$ cat config.mk
export PLATFORM = sky130hd
export DESIGN_NAME = sd_clk_div_flat
export DESIGN_NICKNAME = d
export VERILOG_FILES = /design/src/rtl/sd_clk_div_if.sv /design/src/rtl/sd_clk_div.sv /design/src/flat_wrapper.sv
export SDC_FILE = /design/constraint.sdc
export NUM_CORES = 1
export LEC_CHECK = 0
export ABC_AREA = 1
export BUFFER_PORTS_ARGS = -buffer_cell sky130_fd_sc_hd__buf_2
export CORE_UTILIZATION = 23
export DETAILED_ROUTE_END_ITERATION = 12
export PLACE_DENSITY = 0.42
export SETUP_SLACK_MARGIN = 0.4
export SLEW_MARGIN = 0
export SYNTH_ARGS = -nofsm -noshare
export SYNTH_HDL_FRONTEND = slang
export SYNTH_SLANG_ARGS = --single-unit
$ cat constraint.sdc
create_clock -name clk -period 3.85 [get_ports clk]
set_input_delay 0.77 -clock clk [delete_from_list [all_inputs] [get_ports clk]]
set_output_delay 0.77 -clock clk [all_outputs]
set_load 0.1 [all_outputs]
$ cat src/rtl/sd_clk_div_if.sv
// SD clock generator control/status bundle: divider load, run/burst control,
// and the generated clock with its edge strobes.
interface sd_clk_div_if #(
  parameter int unsigned DIV_W   = 8,
  parameter int unsigned BURST_W = 8
);
  logic [DIV_W-1:0]   div_i;
  logic               div_load;
  logic               div_ack;
  logic               clk_en;
  logic               burst_start;
  logic [BURST_W-1:0] burst_n;
  logic               burst_busy;
  logic               sd_clk;
  logic               rise_stb;
  logic               fall_stb;
  logic               running;

  // Controller side: programs the divider and requests clocks.
  modport master (
    output div_i, div_load, clk_en, burst_start, burst_n,
    input  div_ack, burst_busy, sd_clk, rise_stb, fall_stb, running
  );

  // Generator side.
  modport slave (
    input  div_i, div_load, clk_en, burst_start, burst_n,
    output div_ack, burst_busy, sd_clk, rise_stb, fall_stb, running
  );
endinterface

$ cat src/rtl/sd_clk_div.sv
// Programmable SD card clock generator. Half period = div_q+1 clk cycles.
// Divider changes take effect only at a falling edge (or while stopped), so
// no phase ever mixes old and new lengths. Starts/stops happen in the low
// phase; a counted burst supplies a fixed number of rising edges.
module sd_clk_div #(
  parameter int unsigned DIV_W       = 8,
  parameter int unsigned DEFAULT_DIV = 62,
  parameter int unsigned BURST_W     = 8
) (
  input  logic        clk,
  input  logic        res,
  sd_clk_div_if.slave bus
);

  typedef enum logic [1:0] {
    STOPPED,
    RUN_LOW,
    RUN_HIGH
  } state_t;

  state_t             state;
  logic [DIV_W-1:0]   div_q;
  logic [DIV_W-1:0]   pending;
  logic               pend;
  logic [DIV_W-1:0]   cnt;
  logic [BURST_W-1:0] bcnt;
  logic               busy;
  logic               sd_clk_q;
  logic               rise_q;
  logic               fall_q;
  logic               ack_q;

  logic run;
  logic hit;
  logic fall_ev;
  logic apply;
  logic start;
  logic burst_clr;
  logic run_after;

  // Decode of phase boundaries, divider apply and burst bookkeeping.
  always_comb begin
    run       = bus.clk_en | busy;
    hit       = (cnt == div_q);
    fall_ev   = (state == RUN_HIGH) && hit;
    apply     = pend && (fall_ev || (state == STOPPED));
    start     = bus.burst_start && (bus.burst_n != '0) && !busy;
    burst_clr = fall_ev && busy && (bcnt == '0);
    // Whether to keep going after a fall, taking this cycle's burst update into account.
    run_after = bus.clk_en | start | (busy & ~burst_clr);
  end

  // Clock FSM, divider pending/apply and burst counter.
  always_ff @(posedge clk or posedge res) begin
    if (res) begin
      state    <= STOPPED;
      div_q    <= DIV_W'(DEFAULT_DIV);
      pending  <= '0;
      pend     <= 1'b0;
      cnt      <= '0;
      bcnt     <= '0;
      busy     <= 1'b0;
      sd_clk_q <= 1'b0;
      rise_q   <= 1'b0;
      fall_q   <= 1'b0;
      ack_q    <= 1'b0;
    end else begin
      rise_q <= 1'b0;
      fall_q <= 1'b0;
      ack_q  <= apply;

      // A load coinciding with an apply replaces the old pending value.
      if (apply) begin
        div_q <= bus.div_load ? bus.div_i : pending;
        pend  <= 1'b0;
      end else if (bus.div_load) begin
        pending <= bus.div_i;
        pend    <= 1'b1;
      end

      if (start) begin
        busy <= 1'b1;
        bcnt <= bus.burst_n;
      end else if (burst_clr) begin
        busy <= 1'b0;
      end

      case (state)
        STOPPED: begin
          cnt      <= '0;
          sd_clk_q <= 1'b0;
          if (run) state <= RUN_LOW;
        end
        RUN_LOW: begin
          if (!run) begin
            cnt   <= '0;
            state <= STOPPED;
          end else if (hit) begin
            cnt      <= '0;
            sd_clk_q <= 1'b1;
            rise_q   <= 1'b1;
            state    <= RUN_HIGH;
            if (busy) bcnt <= bcnt - 1'b1;
          end else begin
            cnt <= cnt + 1'b1;
          end
        end
        RUN_HIGH: begin
          if (hit) begin
            cnt      <= '0;
            sd_clk_q <= 1'b0;
            fall_q   <= 1'b1;
            state    <= run_after ? RUN_LOW : STOPPED;
          end else begin
            cnt <= cnt + 1'b1;
          end
        end
        default: begin
          cnt      <= '0;
          sd_clk_q <= 1'b0;
          state    <= STOPPED;
        end
      endcase
    end
  end

  assign bus.sd_clk     = sd_clk_q;
  assign bus.rise_stb   = rise_q;
  assign bus.fall_stb   = fall_q;
  assign bus.div_ack    = ack_q;
  assign bus.burst_busy = busy;
  assign bus.running    = (state != STOPPED);

endmodule

$ cat src/flat_wrapper.sv
// flat-port wrapper written by rule: the top's interface ports become plain ports
module sd_clk_div_flat 
#(
  parameter int unsigned DIV_W       = 8,
  parameter int unsigned DEFAULT_DIV = 62,
  parameter int unsigned BURST_W     = 8
)
  (clk, res, bus_div_i, bus_div_load, bus_clk_en, bus_burst_start, bus_burst_n, bus_div_ack, bus_burst_busy, bus_sd_clk, bus_rise_stb, bus_fall_stb, bus_running);
  sd_clk_div_if #(.DIV_W(DIV_W), .BURST_W(BURST_W)) bus_i ();
  input  logic clk;
  input  logic res;
  input wire logic [$bits(bus_i.div_i)-1:0] bus_div_i;
  input wire logic [$bits(bus_i.div_load)-1:0] bus_div_load;
  input wire logic [$bits(bus_i.clk_en)-1:0] bus_clk_en;
  input wire logic [$bits(bus_i.burst_start)-1:0] bus_burst_start;
  input wire logic [$bits(bus_i.burst_n)-1:0] bus_burst_n;
  output wire logic [$bits(bus_i.div_ack)-1:0] bus_div_ack;
  output wire logic [$bits(bus_i.burst_busy)-1:0] bus_burst_busy;
  output wire logic [$bits(bus_i.sd_clk)-1:0] bus_sd_clk;
  output wire logic [$bits(bus_i.rise_stb)-1:0] bus_rise_stb;
  output wire logic [$bits(bus_i.fall_stb)-1:0] bus_fall_stb;
  output wire logic [$bits(bus_i.running)-1:0] bus_running;
  assign bus_i.div_i = bus_div_i;
  assign bus_i.div_load = bus_div_load;
  assign bus_i.clk_en = bus_clk_en;
  assign bus_i.burst_start = bus_burst_start;
  assign bus_i.burst_n = bus_burst_n;
  assign bus_div_ack = bus_i.div_ack;
  assign bus_burst_busy = bus_i.burst_busy;
  assign bus_sd_clk = bus_i.sd_clk;
  assign bus_rise_stb = bus_i.rise_stb;
  assign bus_fall_stb = bus_i.fall_stb;
  assign bus_running = bus_i.running;
  sd_clk_div #(.DIV_W(DIV_W), .DEFAULT_DIV(DEFAULT_DIV), .BURST_W(BURST_W)) u_core (.clk(clk), .res(res), .bus(bus_i));
endmodule
[After elaboration in Yosys (flattened, before gate mapping)]
Cells that the tools add are included.
Storage, ports and cells
  bits in registers: 40
  bits in latches: 0
  bits in writable memories: 0
  memory bits (read-only): 0
  output and inout port bits: 6
  word-level logic and storage cells: 69
  memories: 0
Cells by class
  $add $sub $neg: 2
  multiply operators: 0
  div/mod/pow operators: 0
  order comparisons: 0
  eq/ne operators: 8
  shifts and indexed selects: 0
  muxes and demuxes: 27
  bitwise logic cells: 5
  reductions and logical operators: 16
Operators with widths (count)
  8-bit 2-to-1 mux: 8
  8-bit one-hot mux with 2 select lines: 1
  1-bit 2-to-1 mux: 12
  8-bit by 1-bit adder with 8-bit output, second input constant: 1
  8-bit equality test: 1
  8-bit logical NOT: 1
  2-bit 2-to-1 mux: 4
  2-bit by 1-bit != test with 1-bit output, second input constant: 4
  8-bit nonzero test: 1
  8-bit by 1-bit subtractor with 8-bit output, second input constant: 1
  1-bit logical AND: 6
  2-bit one-hot mux with 3 select lines: 1
  3-bit AND reduction: 2
  2-bit nonzero test: 3
  3-bit != test, second input constant: 1
  1-bit bitwise OR: 3
  2-bit by 1-bit equality test with 1-bit output, second input constant: 1
  2-bit equality test, second input constant: 1
  2-bit logical NOT: 1
  1-bit one-hot mux with 2 select lines: 1
  1-bit bitwise AND: 1
  1-bit logical NOT: 1
  1-bit logical OR: 1
  1-bit inverter: 1

[Longest topological paths before layout]
  depth in word-level cells: 10
  depth in mapped cells: 13
  mapped depth without buffers: 13

[Worst setup path after synthesis]
No wires, ideal clock.
  kind: register to output
  start point: reg u_core.state[0]
  end point: out bus_running
  data arrival time: 1291 ps
  slack: 1789 ps
  cell stages (with the launch flop): 4
  path buffers: 0
  cells stage by stage: dfrtp_1 -> inv_1 -> ha_1 -> inv_1
Between the ends
  longest elaborated chain between the ends: 1
Ends and longest elaborated chain
  start, declared: RTL line sd_clk_div.sv:21  | state_t state;
  start signal, assigned: RTL line sd_clk_div.sv:113  | state <= run_after ? RUN_LOW : STOPPED;
  2-bit nonzero test: RTL line sd_clk_div.sv:132  | assign bus.running = (state != STOPPED);
  end, declared: RTL line flat_wrapper.sv:22  | output wire logic [$bits(bus_i.running)-1:0] bus_running;
Every way passes these cells.

[Worst setup path in the final report]
  start point: reg u_core.state[1]
  end point: out bus_running
Same word-level chain as after synthesis.

==> impl_metrics.py <==
metrics = {
    "die": {
        "die_w_um": 100,
        "core_um2": 9330,
        "die_area_um2": 10100,
        "core.rowCount": 35,
        "die_h_um": 100,
        "start_util_pct": 23.9,
        "io_pins": 27,
    },
    "timing": {
        "rsz0062_at_grt": "no",
        "fin_worst_skew_ps": 8.65,
        "fmax_ghz": 0.427,
        "setup_violations": 0,
        "final_max_slew_viol_count": 0,
        "setup_tns_ps": 0,
        "post-route-min-period_ps": 2340,
        "max_slew_margin_pct": 53.7,
        "hold_ws_ps": 503,
        "timing.final.crit_share_pct": 60.8,
        "tightest_slew_ps": 692,
        "finalHoldViolations": 0,
    },
    "place": {
        "dp_cells": 430,
        "place_congestion": 0.734,
        "numPortBuffers": 26,
        "hpwl_um": 3370,
        "postPlaceCellArea_um2": 2480,
    },
    "detailed_routing": {
        "totalWireLength_um": 4700,
        "post_drt_wl_per_cell_um": 10.7,
        "final_antenna_net_count": 0,
        "vias_per_cell": 3.92,
        "dr.pass1.iters": 4,
        "vias": 1718,
        "remaining_drc_errors": 0,
        "drtIter0Drc": 50,
    },
    "critical_path": {
        "crit-reg2reg-capture": "u_core.div_q[0]",
        "path_buf_inv": 3,
        "critPathTopFamily": "buffers and inverters",
        "worstRegToRegCells": 11,
        "crit_chain": "inv_1, ha_1, inv_1, buf_2",
        "slowest_delay_ps": 440,
        "cp_slowest_cell": "buf_2",
        "critPathRequiredTime_ps": 3080,
        "crit_arrival_ps": 1570,
        "start_kind": "flip-flop",
        "end_kind": "output pin",
        "path_common_cell": "inv_1",
        "cp_max_fo": 4,
        "path_class": "flip-flop to output pin",
        "timing.rr.start": "u_core.div_q[4]",
        "reg2reg_setup_slack_ps": 1840,
    },
    "global_routing": {
        "grt_pass1_wl_um": 8420,
        "antenna_found_initial": 0,
        "track_usage_pct": 10.6,
        "overflow": 0,
        "first_global_vias": 1785,
        "grt_max_degree": 41,
    },
    "power_and_ir_drop": {
        "power.density_nw_per_um2": 711,
        "irDropWorstVdd_mv": 0.206,
        "power.leakage_nw": 1.27,
    },
    "cts": {
        "cts.path.max_buffers": 2,
        "clock_latency_ps": 290,
        "cts_sinks": 40,
        "htreeDepth": 2,
        "numCtsBuffers": 5,
        "cts-root-buf": "clkbuf_8",
        "cts_setup_buffers": 0,
        "cts_hold_buf": 0,
        "clk_pin_slew_ps": 80,
        "ctsResizeCount": 0,
        "tritoncts": "done",
    },
    "hold_path": {
        "holdPathEnd": "u_core.div_q[2]",
        "min_path_cells": 2,
        "worstHoldStart": "u_core.div_q[2]",
        "hold_path_class": "flip-flop to flip-flop",
    },
    "synthesis": {
        "avgSynthCellArea_um2": 7.99,
        "synth_nets": 306,
        "synth.area.top_cells": "dfrtp_1 (39%), nand2_1 (14%), inv_1 (6.4%)",
        "yosysWarnings": 0,
        "synth_area_leader_cell": "dfrtp_1",
        "yosysSeqAreaShare_pct": 45.2,
        "synth_seq_cells": 40,
        "synth_area_um2": 2230,
        "synthDistinctLibCells": 33,
        "syn_inst": 279,
        "synth_top_area_share_pct": 39.3,
    },
    "final_layout": {
        "nets": 335,
        "layout_common_cells": "nand2_1 (85), inv_1 (38), dfrtp_1 (35)",
        "post-route-cell-area_um2": 2610,
        "stdcell_count": 438,
        "utilization_pct": 28.0,
        "drive_gt1_share_pct": 22.3,
        "syn_to_final_growth_pct": 17.1,
        "antenna_cells": 0,
        "layout_commonest_cell": "nand2_1",
    },
    "run": {
        "maxCapViolCount": 0,
    },
    "run_status": {
        "status": "completed",
    },
}
-- layer usage --
layer	global-route usage, %	up-vias	wire length, µm
met2	17.1	25	2140
met1	14.2	773	2360
met4	3.01	0	39
met5	0	-	0
met3	2.58	4	157
li1	-	916	-
-- power by group --
group	total (mW)	switching (mW)	internal (mW)	leakage, nW
Sequential	0.657	0.0785	0.579	0.487
Clock	0.381	0.152	0.229	0.0645
Combinational	0.817	0.564	0.253	0.723
Total	1.85	0.794	1.06	1.27
-- logic make-up after synthesis --
family | synth area share, %
buffers and inverters | 9.49
adders and majority gates | 3.37
xor gates and xnor gates | 4.32
and+or+nand+nor | 24.1
DFF | 45.2
muxes | 0.505
AOI/OAI and AO/OA | 13.0
-- stage by stage --
| stage | total power, mW | worst slack [ps] |
|---|---|---|
| 4_1_cts | 1.89 | 1490 |
| 5_1_grt | 2.03 | 1400 |
| 3_5_place_dp | 1.49 | 1670 |
| 2_1_floorplan | 1.36 | 1790 |
| 3_3_place_gp | 1.48 | 1690 |
| 6_report | 1.85 | 1510 |
-- sequential cells by signal, indices dropped and copies added (netlist names) --
| signal | count |
|---|---|
| u_core.div_q | 8 |
| u_core.bus.burst_busy | 1 |
| u_core.bus.div_ack | 1 |
| u_core.bcnt | 8 |
| u_core.bus.sd_clk | 1 |
| u_core.bus.rise_stb | 1 |
| u_core.cnt | 8 |
| u_core.state | 2 |
| u_core.pending | 8 |
| u_core.pend | 1 |
| u_core.bus.fall_stb | 1 |
-- cells in the mapped netlist --
cell       n
inv_1     38
o21ai_1    6
nand2_1   85
buf_6      1
xor2_1     8
nand2_2    2
nor3_1     3
inv_2      4
o211ai_1   1
ha_1       6
dfstp_2    5
clkbuf_1   1
nor3b_1    1
o21ai_4    1
buf_12     1
nand3_2    1
or2_2      1
o21ai_0   14
xnor2_1    3
nor2_2     1
nand4_1    1
nor2_1    26
inv_6      1
o21ai_2   16
dfrtp_1   35
nor2_4     1
a21oi_1    1
mux2_2     1
nand3_1    9
a31oi_1    1
o21a_1     1
buf_2      2
o31ai_1    1
-- area by class of cell --
class / count / area (µm²)
clock buffers: 7 / 96.3
clock inverters: 1 / 30.0
fillers: 1008 / 6720
inverters: 43 / 166
multi-input cells: 191 / 1010
flip-flops and latches: 40 / 1010
well taps: 129 / 161
repair buffers: 27 / 138
-- how the worst max path moves through the flow --
stage	cells past startpoint	from	slack, ps	to
6_report	4	u_core.state[1]	1510	bus_running
5_1_grt	4	u_core.state[1]	1400	bus_running
4_1_cts	4	u_core.state[1]	1490	bus_running
3_5_place_dp	8	bus_burst_n[5]	1670	u_core.bcnt[3]
3_3_place_gp	8	bus_burst_n[7]	1690	u_core.bcnt[3]
2_1_floorplan	3	u_core.state[0]	1790	bus_running
-- worst min-delay path, stage by stage (launching register included) --
cell,delay (ps)
dfstp_2,380
inv_1,70
o21ai_2,60
No activity file was read; power rests on OpenSTA's default activity.
